## src/rtl/wordcopy_stream.sv

```systemverilog
// Purpose: strided word-copy DMA: CPU programs registers, engine streams COUNT words SRC -> DST over an Avalon-MM master.
// Latency: register reads return one cycle after an accepted strobe; copy throughput is up to one master beat per cycle.
// Backpressure: master commands hold until master_waitrequest drops; CTRL accesses stall the CPU (slave_waitrequest) while busy.
//
// Ports:
//   clk, rst_n            clock; rst_n is an asynchronous ACTIVE-HIGH reset despite its name
//   slave_*               CPU register file (word offsets 0..7), waitrequest only asserted for CTRL while busy
//   master_*              copy master: pipelined reads, in-order readdatavalid with any latency >= 1
//
// Register map: 0 CTRL (wr: start, rd: {done,busy}), 1 DST, 2 SRC, 3 COUNT, 4 SRC_STRIDE,
//               5 DST_STRIDE, 6 WORDS_DONE (ro), 7 FILL pattern (only with the optional feature).
// Optional feature: define WORDCOPY_FILL_EN to enable fill mode (CTRL write bit 1) and the FILL register.

module wordcopy_stream #(
    parameter int DATA_W     = 32,
    parameter int ADDR_W     = 32,
    parameter int CNT_W      = 16,
    parameter int FIFO_DEPTH = 4
) (
    input  logic              clk,
    input  logic              rst_n,
    output logic              slave_waitrequest,
    input  logic [3:0]        slave_address,
    input  logic              slave_read,
    input  logic              slave_write,
    output logic [31:0]       slave_readdata,
    input  logic [31:0]       slave_writedata,
    input  logic              master_waitrequest,
    output logic [ADDR_W-1:0] master_address,
    output logic              master_read,
    output logic              master_write,
    input  logic [DATA_W-1:0] master_readdata,
    output logic [DATA_W-1:0] master_writedata,
    input  logic              master_readdatavalid
);

    localparam int PW = $clog2(FIFO_DEPTH);
    localparam int CW = PW + 1;
    localparam logic [ADDR_W-1:0] WORD_BYTES = ADDR_W'(DATA_W / 8);
    localparam logic [CW:0]       DEPTH_C    = (CW + 1)'(FIFO_DEPTH);
    localparam logic [CW-1:0]     ONE_CW     = CW'(1);
    localparam logic [CNT_W-1:0]  ONE_CNT    = CNT_W'(1);

    typedef enum logic [1:0] {
        S_IDLE  = 2'd0,
        S_RUN   = 2'd1,
        S_DRAIN = 2'd2
    } state_t;

    state_t state, state_nxt;

    // CPU-visible registers
    logic [ADDR_W-1:0] dst_reg;
    logic [ADDR_W-1:0] src_reg;
    logic [CNT_W-1:0]  count_reg;
    logic [CNT_W-1:0]  src_stride_reg;
    logic [CNT_W-1:0]  dst_stride_reg;
    logic [CNT_W-1:0]  words_done;
    logic              done_reg;

    // Per-copy working state, latched at start
    logic [CNT_W-1:0]  cnt_q;
    logic [ADDR_W-1:0] rd_addr;
    logic [ADDR_W-1:0] wr_addr;
    logic [ADDR_W-1:0] src_step;
    logic [ADDR_W-1:0] dst_step;
    logic [CNT_W-1:0]  rd_issued;
    logic [CNT_W-1:0]  wr_issued;

    // Read-data buffer
    logic [DATA_W-1:0] fifo_mem [FIFO_DEPTH];
    logic [PW-1:0]     fifo_wr_ptr;
    logic [PW-1:0]     fifo_rd_ptr;
    logic [CW-1:0]     fifo_count;
    // Reads loaded into the command register whose data has not come back yet
    // (includes a read still waiting on master_waitrequest).
    logic [CW-1:0]     outstanding;

    logic              busy;
    logic              issue_en;
    logic              fill_active;
    logic [DATA_W-1:0] wr_src_data;

`ifdef WORDCOPY_FILL_EN
    logic              fill_mode_q;
    logic [DATA_W-1:0] fill_reg;
    assign fill_active = fill_mode_q;
    assign wr_src_data = fill_mode_q ? fill_reg : fifo_mem[fifo_rd_ptr];
`else
    assign fill_active = 1'b0;
    assign wr_src_data = fifo_mem[fifo_rd_ptr];
`endif

    // ------------------------------------------------------------------
    // Slave handshake
    // ------------------------------------------------------------------
    logic sl_rd_acc;
    logic sl_wr_acc;
    logic start;
    logic cfg_we;

    // Only CTRL stalls; it resolves combinationally once the FSM returns to IDLE,
    // so a start issued while busy becomes a fresh start right after completion.
    assign slave_waitrequest = busy && (slave_read || slave_write) && (slave_address == 4'd0);
    assign sl_rd_acc = slave_read  && !slave_waitrequest;
    assign sl_wr_acc = slave_write && !slave_waitrequest;
    assign start     = sl_wr_acc && (slave_address == 4'd0);
    assign cfg_we    = sl_wr_acc && !busy;

    // ------------------------------------------------------------------
    // Master issue logic
    // ------------------------------------------------------------------
    logic          m_rd_acc;
    logic          m_wr_acc;
    logic          slot_free;
    logic          push;
    logic          pop;
    logic          wr_avail;
    logic          rd_avail;
    logic          load_wr;
    logic          load_rd;
    logic [CW:0]   occupancy;

    assign m_rd_acc  = master_read  && !master_waitrequest;
    assign m_wr_acc  = master_write && !master_waitrequest;
    // The command register can take a new command if empty or if its current one is accepted this cycle.
    assign slot_free = !(master_read || master_write) || !master_waitrequest;
    // Returns after a reset abort find outstanding==0 and are dropped.
    assign push      = master_readdatavalid && busy && (outstanding != '0);
    assign occupancy = {1'b0, fifo_count} + {1'b0, outstanding};

    assign wr_avail  = fill_active ? (wr_issued != cnt_q) : (fifo_count != '0);
    assign rd_avail  = !fill_active && (rd_issued != cnt_q) && (occupancy < DEPTH_C);
    // Writes win over reads so the buffer drains and the read window reopens.
    assign load_wr   = issue_en && slot_free && wr_avail;
    assign load_rd   = issue_en && slot_free && !wr_avail && rd_avail;
    assign pop       = load_wr && !fill_active;

    // ------------------------------------------------------------------
    // Completion conditions
    // ------------------------------------------------------------------
    logic [CNT_W:0] words_done_p1;
    logic           all_written;
    logic           reads_done;

    assign words_done_p1 = {1'b0, words_done} + {1'b0, ONE_CNT};
    // Evaluated with this cycle's acceptance so the copy retires on the edge of the last write.
    assign all_written   = (words_done == cnt_q) || (m_wr_acc && (words_done_p1 == {1'b0, cnt_q}));
    assign reads_done    = fill_active || ((rd_issued == cnt_q) && !(master_read && !m_rd_acc));

    // ------------------------------------------------------------------
    // FSM: state register
    // ------------------------------------------------------------------
    always_ff @(posedge clk or posedge rst_n) begin
        if (rst_n) begin
            state <= S_IDLE;
        end else begin
            state <= state_nxt;
        end
    end

    // FSM: next state
    always_comb begin
        state_nxt = state;
        case (state)
            S_IDLE: begin
                if (start) state_nxt = S_RUN;
            end
            S_RUN: begin
                // Direct exit covers COUNT=0: exactly one busy cycle.
                if (all_written && (outstanding == '0)) state_nxt = S_IDLE;
                else if (reads_done)                    state_nxt = S_DRAIN;
            end
            S_DRAIN: begin
                if (all_written && (outstanding == '0)) state_nxt = S_IDLE;
            end
            default: state_nxt = S_IDLE;
        endcase
    end

    // FSM: outputs
    always_comb begin
        busy     = 1'b0;
        issue_en = 1'b0;
        case (state)
            S_RUN, S_DRAIN: begin
                busy     = 1'b1;
                issue_en = 1'b1;
            end
            default: begin
                busy     = 1'b0;
                issue_en = 1'b0;
            end
        endcase
    end

    // ------------------------------------------------------------------
    // Register file
    // ------------------------------------------------------------------
    always_ff @(posedge clk or posedge rst_n) begin
        if (rst_n) begin
            dst_reg        <= '0;
            src_reg        <= '0;
            count_reg      <= '0;
            src_stride_reg <= ONE_CNT;
            dst_stride_reg <= ONE_CNT;
            slave_readdata <= '0;
`ifdef WORDCOPY_FILL_EN
            fill_reg       <= '0;
`endif
        end else begin
            if (cfg_we) begin
                case (slave_address)
                    4'd1: dst_reg        <= ADDR_W'(slave_writedata);
                    4'd2: src_reg        <= ADDR_W'(slave_writedata);
                    4'd3: count_reg      <= slave_writedata[CNT_W-1:0];
                    4'd4: src_stride_reg <= slave_writedata[CNT_W-1:0];
                    4'd5: dst_stride_reg <= slave_writedata[CNT_W-1:0];
`ifdef WORDCOPY_FILL_EN
                    4'd7: fill_reg       <= DATA_W'(slave_writedata);
`endif
                    default: ;
                endcase
            end
            if (sl_rd_acc) begin
                case (slave_address)
                    4'd0:    slave_readdata <= {30'b0, done_reg, busy};
                    4'd1:    slave_readdata <= 32'(dst_reg);
                    4'd2:    slave_readdata <= 32'(src_reg);
                    4'd3:    slave_readdata <= 32'(count_reg);
                    4'd4:    slave_readdata <= 32'(src_stride_reg);
                    4'd5:    slave_readdata <= 32'(dst_stride_reg);
                    4'd6:    slave_readdata <= 32'(words_done);
`ifdef WORDCOPY_FILL_EN
                    4'd7:    slave_readdata <= 32'(fill_reg);
`endif
                    default: slave_readdata <= '0;
                endcase
            end
        end
    end

    // ------------------------------------------------------------------
    // Copy datapath: command register, address generators, counters
    // ------------------------------------------------------------------
    always_ff @(posedge clk or posedge rst_n) begin
        if (rst_n) begin
            master_read      <= 1'b0;
            master_write     <= 1'b0;
            master_address   <= '0;
            master_writedata <= '0;
            cnt_q            <= '0;
            rd_addr          <= '0;
            wr_addr          <= '0;
            src_step         <= '0;
            dst_step         <= '0;
            rd_issued        <= '0;
            wr_issued        <= '0;
            words_done       <= '0;
            done_reg         <= 1'b0;
`ifdef WORDCOPY_FILL_EN
            fill_mode_q      <= 1'b0;
`endif
        end else begin
            if (start) begin
                cnt_q      <= count_reg;
                rd_addr    <= src_reg;
                wr_addr    <= dst_reg;
                src_step   <= ADDR_W'(src_stride_reg) * WORD_BYTES;
                dst_step   <= ADDR_W'(dst_stride_reg) * WORD_BYTES;
                rd_issued  <= '0;
                wr_issued  <= '0;
                words_done <= '0;
                done_reg   <= 1'b0;
`ifdef WORDCOPY_FILL_EN
                fill_mode_q <= slave_writedata[1];
`endif
            end

            if (busy && (state_nxt == S_IDLE)) done_reg <= 1'b1;

            if (m_wr_acc) words_done <= words_done + ONE_CNT;

            if (load_wr) begin
                master_write     <= 1'b1;
                master_read      <= 1'b0;
                master_address   <= wr_addr;
                master_writedata <= wr_src_data;
                wr_addr          <= wr_addr + dst_step;
                wr_issued        <= wr_issued + ONE_CNT;
            end else if (load_rd) begin
                master_read      <= 1'b1;
                master_write     <= 1'b0;
                master_address   <= rd_addr;
                rd_addr          <= rd_addr + src_step;
                rd_issued        <= rd_issued + ONE_CNT;
            end else if (slot_free) begin
                master_read      <= 1'b0;
                master_write     <= 1'b0;
            end
        end
    end

    // ------------------------------------------------------------------
    // Read-data FIFO bookkeeping
    // ------------------------------------------------------------------
    always_ff @(posedge clk or posedge rst_n) begin
        if (rst_n) begin
            fifo_wr_ptr <= '0;
            fifo_rd_ptr <= '0;
            fifo_count  <= '0;
            outstanding <= '0;
        end else begin
            if (push) fifo_wr_ptr <= fifo_wr_ptr + PW'(1);
            if (pop)  fifo_rd_ptr <= fifo_rd_ptr + PW'(1);
            case ({push, pop})
                2'b10:   fifo_count <= fifo_count + ONE_CW;
                2'b01:   fifo_count <= fifo_count - ONE_CW;
                default: fifo_count <= fifo_count;
            endcase
            case ({load_rd, push})
                2'b10:   outstanding <= outstanding + ONE_CW;
                2'b01:   outstanding <= outstanding - ONE_CW;
                default: outstanding <= outstanding;
            endcase
        end
    end

    // Storage needs no reset: validity is tracked entirely by the pointers and count.
    always_ff @(posedge clk) begin
        if (push) fifo_mem[fifo_wr_ptr] <= master_readdata;
    end

endmodule
```

## config.mk

```make
export PLATFORM = sky130hd
export DESIGN_NAME = wordcopy_stream
export DESIGN_NICKNAME = d
export VERILOG_FILES = /design/src/rtl/wordcopy_stream.sv
export SDC_FILE = /design/constraint.sdc
export NUM_CORES = 1
export LEC_CHECK = 0
export CAP_MARGIN = 20
export CORE_ASPECT_RATIO = 0.7
export CORE_MARGIN = 8
export CORE_UTILIZATION = 58
export CTS_CLUSTER_DIAMETER = 50
export DETAILED_ROUTE_END_ITERATION = 12
export DONT_BUFFER_PORTS = 1
export GPL_TIMING_DRIVEN = 1
export PLACE_DENSITY = 0.77
export SLEW_MARGIN = 5
export SYNTH_ARGS = -nofsm -noshare
export SYNTH_HDL_FRONTEND = slang
export SYNTH_SLANG_ARGS = --single-unit
```

## constraint.sdc

```tcl
create_clock -name clk -period 12.9 [get_ports clk]
set_input_delay 1.29 -clock clk [delete_from_list [all_inputs] [get_ports clk]]
set_output_delay 1.29 -clock clk [all_outputs]
set_load 0.1 [all_outputs]
```

## After elaboration in Yosys (flattened, before gate mapping)

Memory sizes are Yosys's and may differ from the RTL's. A register that Yosys moved wholly into a read port is not among the register bits.
Cells that the tools add are included.

- Bits in registers: 335
- Memory bits (writable): 128
- Input bits: 74
- Output and inout bits: 99
- Logic and storage cells: 132
- Memories: 1

- $add $sub $neg: 12
- $lt $le $gt $ge: 1
- Equality and inequality tests: 16
- Multiplexer cells: 30
- Reduce and logical (&&, ||, !) cells: 50

Memories:

| name | depth | width | rd ports | clocked after Yosys merged registers in | wr ports | RTL line | text |
|---|---|---|---|---|---|---|---|
| fifo_mem | 4 | 32 | 1 | 1 | 1 | 71 | `logic [DATA_W-1:0] fifo_mem [FIFO_DEPTH];` |

Operators by type and width:

| operator | number |
|---|---|
| 32-bit two-way mux | 7 |
| 32-bit one-hot mux with 7 select lines | 1 |
| 16-bit two-way mux | 5 |
| 32-bit by 18-bit adder with 32-bit output | 2 |
| 16-bit by 1-bit adder with 16-bit output (second input constant) | 2 |
| 16-bit equality test | 2 |
| 1-bit logical AND | 20 |
| 16-bit by 1-bit adder with 17-bit output (second input constant) | 1 |
| 17-bit by 16-bit equality test with 1-bit output | 1 |
| 16-bit inequality test | 1 |
| 4-bit by 3-bit equality test with 1-bit output (second input constant) | 3 |
| 3-bit one-hot mux with 2 select lines | 2 |
| 2-bit nonzero test | 6 |
| 1-bit two-way mux | 10 |
| 2-bit AND reduction | 5 |
| 3-bit nonzero test | 3 |
| 4-bit by 2-bit equality test with 1-bit output (second input constant) | 2 |
| 2-bit two-way mux | 4 |
| 1-bit zero test | 7 |
| 3-bit by 1-bit adder with 3-bit output (second input constant) | 2 |
| 2-bit by 1-bit equality test with 1-bit output (second input constant) | 3 |
| 2-bit equality test (second input constant) | 3 |
| 2-bit one-hot mux with 3 select lines | 1 |
| 3-bit by 1-bit subtractor with 3-bit output (second input constant) | 2 |
| other kinds (9) | 14 |

## Longest topological paths before layout

Gate-level depths: netlist of the first run.

- Depth after elaboration: 13
- Gate-level depth with buffers: 13
- Mapped depth without buffers: 11

## Least setup slack after synthesis of the first run

OpenSTA, ideal clock, no wires.

- Path type: input to output
- Start: input port slave_address[1]
- End: output port slave_waitrequest
- Arrival time: 3.096 ns
- Data required time: 11.610 ns
- Slack: 8.514 ns
- Stages: 4
- Buffers on the path: 1
- Cell sequence: clkbuf_1 > nor2_1 > nand3_1 > nor2_1

- Cells in the longest elaborated chain, start to end: 2

RTL lines:

| item | RTL line | text |
|---|---|---|
| from (decl) | 23 | `input logic [3:0] slave_address,` |
| 4-bit zero test | 104 | `assign slave_waitrequest = busy && (slave_read \|\| slave_write) && (slave_address == 4'd0);` |
| 1-bit logical AND | 104 |  |
| to (decl) | 22 | `output logic slave_waitrequest,` |

No other way between the ends.

## Final worst setup path of the first run

- Start: input port slave_address[3]
- End: output port slave_waitrequest

The elaborated chain is that of the path after synthesis.

==> results of run 1 <==
==> cells by family (layout without fill, tap and decap cells) <==
kind of cell | after synthesis | in the layout
xor gates and xnor gates | 85 | 85
muxes | 157 | 157
and+or+nand+nor | 666 | 666
DFF | 495 | 495
buffers and inverters | 135 | 139
adders and majority gates | 50 | 50
AOI/OAI and AO/OA | 364 | 364
==> synthesized netlist by cell type (all sizes together), types with 15 or more instances <==
library cell,count,share of area [%]
a221oi,17,0.66
inv,30,0.50
nand2,457,7.6
buf,30,0.67
nor3,15,0.33
o211ai,17,0.57
ha,46,2.6
mux2,113,5.7
dfrtp,365,41
edfxtp,128,17
nand4,18,0.56
nor2,59,0.99
mux4,32,3.2
nand3,31,0.75
o21ai,99,2.2
and3,19,0.53
a22oi,97,3.2
a21oi,29,0.65
xor2,35,1.4
clkbuf,75,1.3
xnor2,50,1.9
==> power groups by stage <==
stage          registers, mW  clock network (mW)  logic (mW)
2_1_floorplan           3.05                   0        1.27
5_1_grt                 3.38                1.55        1.74
6_report                3.33                1.48        1.56
3_3_place_gp            3.31                   0        1.47
3_5_place_dp            3.33                   0        1.55
4_1_cts                 3.31                1.49        1.56
==> worst max-delay path, stage by stage <==
cell,delay [ps]
nor2_1,350
nand3_1,180
nor2_2,860
==> layer usage <==
metal	share of wire (%)	up-vias	global-route usage (%)
met5	0	-	0
met4	2.0	0	5.83
met3	13	88	8.26
met2	42	823	37.2
met1	43	8040	40.0
li1	-	6956	-
==> worst paths after layout <==
path | start | endpoint | depth (start not counted)
setup / recovery | slave_address[3] | slave_waitrequest | 3
hold / removal | src_step[5] | src_step[5] | 2
setup reg to reg | state[1] | wr_addr[25] | 9
hold reg to reg | src_step[5] | src_step[5] | 2
max in group asynchronous | rst_n | words_done[0] | 2
min in group asynchronous | rst_n | master_writedata[3] | 1
==> per-stage QoR <==
stage | cells | utilization [%]
after global placement | 2366 | 59.8
after detailed placement | 2366 | 59.8
after CTS | 2452 | 64.1
after global routing | 2452 | 64.1
final | 2452 | 64.1
after floorplan | 1952 | -
==> area by class of cell <==
cell class / instances / area [sq um]
fill: 2913 / 13700
sequential: 495 / 13000
multi-input combinational: 1322 / 8940
clock buffer: 68 / 1340
tap: 496 / 621
clock inverter: 18 / 307
timing repair buffer: 23 / 185
inverter: 30 / 120
==> qor.csv, run 1 <==
stage,metric,value,unit
power_and_ir_drop,P_sw,2.70,mW
logic_synthesis,ys async rst share,74.1,%
placement,hpwl dp,41.6,mm
drt,routed len/inst,24.8,microns
timing,Clock Skews,27.0,ps
logic_synthesis,Synth cell types,76,
logic_synthesis,largest family of logic cells by synthesized area,simple AND/OR/NAND/NOR gates,
worst_hold_path,Hold Path Class,reg2reg,
logic_synthesis,post-synthesis cell area,22500,sq um
setup_path,CP arrival,2690,ps
drt,first-pass iteration count of the detailed router,6,
die,Die X,251,microns
drt,"wirelength, routed",60.8,mm
cts,setup bufs post-CTS,0,
final_layout,design area,24500,sq um
die,boundary pin count,173,
final_layout,"Most flops, register",fifo_mem,
power_and_ir_drop,pwr dens,260,nW/um^2
cts,Clock Sinks,495,
cts,root buf cell,clkbuf_16,
logic_synthesis,syn nets,2076,
run_status,status,"complete, no violations",
power_and_ir_drop,sequential share of power,52.3,%
timing,Max-Slew Margin vs Limit,29.0,%
drt,antenna-violating nets left,0,
timing,PnR worst setup slack,8920,ps
setup_path,CP Launch Type,primary input,
cts,CTS tree,built,
cts,CTS Buffer Depth,3,
die,row count,60,
logic_synthesis,XOR/XNOR share of the synthesized area,3.31,%
timing,fin crit share,30.8,%
final_layout,# nets final,2043,
power_and_ir_drop,logic gate share of total power,24.5,%
timing,worst-margin pin slew,1060,ps
drt,Post-route DRC,0,
placement,DP Area,22900,sq um
logic_synthesis,"EDFF count, synth",128,
timing,max-slew violation count,0,
die,die footprint,45400,sq um
timing,min cycle time layout,3980,ps
logic_synthesis,Post-Synthesis Cells,1952,
cts,"CTS clk-pin slew, worst paths",60,ps
placement,pre-CTS WS,8770,ps
logic_synthesis,Synth Area per Inst,11.5,sq um
logic_synthesis,"flops & latches, synth",495,
power_and_ir_drop,Switching Share,42.4,%
logic_synthesis,"Seq/Total Area, Yosys",58.0,%
run,Max-Cap Viols,0,
setup_path,Crit Path Class,in2out,
logic_synthesis,ys flop type,dfrtp_1,
logic_synthesis,YS warnings,0,
final_layout,most frequent cells in the layout,"nand2_1 (457), dfrtp_1 (363), edfxtp_1 (128)",
die,Die Height,181,microns
cts,H-tree levels,2,
setup_path,element type at the critical path end,output port,
timing,worst hold margin,481,ps
drt,drt initial violations,1966,
placement,Buffers on Ports,0,
cts,post-cts resize count,0,
logic_synthesis,mux contribution to synthesized area,9.40,%
grt,vias in the first global route,15200,
drt,total number of vias,15900,
timing,Max Clk Rate,0.252,GHz
final_layout,synth-to-layout area growth,9.20,%
logic_synthesis,Post-Synth Simple-Gate Area,13.0,%
logic_synthesis,adder-cell area share of the yosys netlist,2.92,%
cts,clk_lat worst skew,570,ps
logic_synthesis,compound-cell area share of the yosys netlist,11.0,%
final_layout,ANT cells,0,
die,Core ar.,38300,sq um
grt,GR Overflow Total,0,
power_and_ir_drop,Leak,10.6,nW
timing,RSZ-0062 raised after global routing,false,
grt,GRT Overall Usage,26.5,%
cts,CTS Buf Count,47,
timing,setup TNS,0,ps
die,Initial Util,58.7,%
power_and_ir_drop,design internal power,3.67,mW
power_and_ir_drop,Max VDD drop,0.144,mV
grt,largest net degree at the start of global routing,162,
setup_path,Crit Path Max Fanout,6,
power_and_ir_drop,Tot Pwr,6.37,mW
cts,cts hold-fix bufs,0,
timing,Final Hold Fails,0,
final_layout,Largest register FFs,128,
final_layout,share of layout cells above drive strength 1,12.8,%
final_layout,"commonest non-fill, non-tap cell in the layout",nand2_1,
setup_path,R2R setup slack,9030,ps
grt,initial antenna violation count,0,
power_and_ir_drop,Clock Power Share,23.1,%
drt,Via density,6.49,
grt,first-pass GRT wire length,93.9,mm
timing,endpoints failing setup,0,
setup_path,WP data required,11610,ps
placement,RD Place Congestion,0.911,
No activity file was read; power rests on OpenSTA's default activity.
==> inputs of run 2 (changes only) <==
==> constraint.sdc (replaced) <==
create_clock -name clk -period 4 [get_ports clk]
set_input_delay 0.4 -clock clk [delete_from_list [all_inputs] [get_ports clk]]
set_output_delay 0.4 -clock clk [all_outputs]
set_load 0.1 [all_outputs]
==> qor.csv, run 2 (synthesis gave the netlist of run 1 again) <==
stage,metric,value,unit
setup_path,Crit Path Class,reg2reg,
cts,"CTS clk-pin slew, worst paths",70,ps
power_and_ir_drop,Switching Share,42.7,%
cts,CTS Buffer Depth,3,
setup_path,CP arrival,3830,ps
die,row count,60,
power_and_ir_drop,Max VDD drop,0.378,mV
timing,worst-margin pin slew,1080,ps
timing,Final Hold Fails,0,
die,Core ar.,38300,sq um
setup_path,CP max stage delay,830,ps
placement,Buffers on Ports,0,
drt,Via density,6.41,
power_and_ir_drop,logic gate share of total power,24.7,%
power_and_ir_drop,design internal power,11.9,mW
grt,vias in the first global route,15900,
setup_path,"Critical Path, Cell by Cell","or3_1, or4_1, nor3_2, and2_1, o21ai_1, o32ai_1, nor2b_1",
setup_path,Crit Path Max Fanout,12,
power_and_ir_drop,P_sw,8.89,mW
timing,Max Clk Rate,0.297,GHz
drt,first-pass iteration count of the detailed router,6,
placement,hpwl dp,43.2,mm
grt,GR Overflow Total,0,
drt,"wirelength, routed",62.6,mm
cts,Clock Sinks,495,
cts,H-tree levels,2,
setup_path,WP data required,4460,ps
die,boundary pin count,173,
setup_path,CP Launch Type,register,
timing,RSZ-0062 raised after global routing,false,
drt,Post-route DRC,0,
final_layout,"Most flops, register",fifo_mem,
drt,routed len/inst,24.6,microns
die,Die X,251,microns
setup_path,R2R setup slack,630,ps
timing,min cycle time layout,3370,ps
setup_path,worst-path cell with the longest stage delay,nor3_2,
cts,setup bufs post-CTS,0,
grt,first-pass GRT wire length,96.6,mm
setup_path,cell family with most CP delay,simple AND/OR/NAND/NOR gates,
worst_hold_path,Hold Path Class,in2reg,
timing,PnR worst setup slack,628,ps
cts,clk_lat worst skew,580,ps
timing,max-slew violation count,0,
timing,worst hold margin,22.7,ps
die,Die Height,181,microns
timing,fin crit share,84.3,%
cts,CTS tree,built,
setup_path,element type at the critical path end,register,
final_layout,share of layout cells above drive strength 1,13.6,%
final_layout,storage element area,13000,sq um
cts,root buf cell,clkbuf_16,
final_layout,# nets final,2128,
final_layout,"commonest non-fill, non-tap cell in the layout",nand2_1,
grt,GRT Overall Usage,27.3,%
placement,pre-CTS WS,720,ps
power_and_ir_drop,pwr dens,819,nW/um^2
final_layout,Largest register FFs,128,
cts,post-cts resize count,0,
power_and_ir_drop,sequential share of power,52.2,%
final_layout,most frequent cells in the layout,"nand2_1 (457), dfrtp_1 (363), edfxtp_1 (128)",
cts,CTS Buf Count,49,
run,Max-Cap Viols,0,
run_status,status,"complete, no violations",
final_layout,Multi-input gate area,8940,sq um
grt,largest net degree at the start of global routing,142,
timing,Clock Skews,30.8,ps
drt,total number of vias,16300,
power_and_ir_drop,Clock Power Share,23.1,%
final_layout,fillers,2775,
drt,antenna-violating nets left,0,
timing,endpoints failing setup,0,
grt,initial antenna violation count,3,
die,die footprint,45400,sq um
drt,drt initial violations,2075,
final_layout,synth-to-layout area growth,13.0,%
setup_path,Crit path buffers/inverters,0,
placement,RD Place Congestion,0.922,
power_and_ir_drop,Leak,11.0,nW
timing,Max-Slew Margin vs Limit,27.5,%
die,Initial Util,58.7,%
==> run 2: cell types whose count changed in the layout (fill, tap and decap cells not counted), sizes merged <==
cell / previous run / this run
dlygate4sd3: 0 / 66
buf: 23 / 40
clkbuf: 68 / 67
clkinv: 6 / 8
bufinv: 8 / 6
inv: 31 / 33
diode: 0 / 4
clkinvlp: 3 / 5
==> run 2: final timing paths <==
kind                                     from             endpoint  depth (start not counted)
max in group asynchronous               rst_n          wr_addr[24]                          3
min reg2reg                       dst_step[6]          dst_step[6]                          2
min                        master_waitrequest          master_read                          2
max                             fifo_count[0]          rd_addr[30]                          7
min in group asynchronous               rst_n  master_writedata[2]                          2
max reg2reg                     fifo_count[0]          rd_addr[30]                          7
==> run 2: area by class of cell <==
type | count | area share, %
inverter | 30 | 0.458
timing repair buffer | 106 | 3.90
sequential | 495 | 51.3
multi-input combinational | 1322 | 35.2
clock buffer | 67 | 5.49
clock inverter | 22 | 1.12
tap | 496 | 2.44
antenna | 4 | 0.0394
==> run 2: routing by layer <==
metal	global-route usage, %	share of wire, %
met1	40.4	42
met5	0	0
met3	10.2	14
met2	37.8	43
met4	6.06	1.7
==> run 2: repair_timing <==
action / 4_1_cts / 5_1_grt
endpoints found under the hold margin: 252 / 0
endpoints found under the setup margin: 0 / 0
hold buffers: 66 / 0
==> run 2: power by group through the flow <==
| stage | Clock (mW) | Sequential [mW] | Combinational [mW] |
|---|---|---|---|
| floorplan | 0 | 9.84 | 4.11 |
| global route | 5.05 | 11.0 | 5.73 |
| CTS | 4.86 | 10.7 | 5.10 |
| detailed placement | 0 | 10.8 | 4.98 |
| global placement | 0 | 10.8 | 4.75 |
| finish | 4.80 | 10.8 | 5.14 |
==> run 2: metrics by stage <==
| step | total power, mW | std cells | area (sq um) | TNS (ps) | util (%) |
|---|---|---|---|---|---|
| after floorplan | 13.9 | 1952 | 22500 | -482730 | - |
| after global placement | 15.5 | 2381 | 23000 | 0 | 60.1 |
| after detailed placement | 15.8 | 2382 | 23000 | 0 | 60.2 |
| after CTS | 20.7 | 2537 | 25400 | 0 | 66.3 |
| after global routing | 21.8 | 2540 | 25400 | 0 | 66.3 |
| final | 20.8 | 2542 | 25400 | 0 | 66.3 |
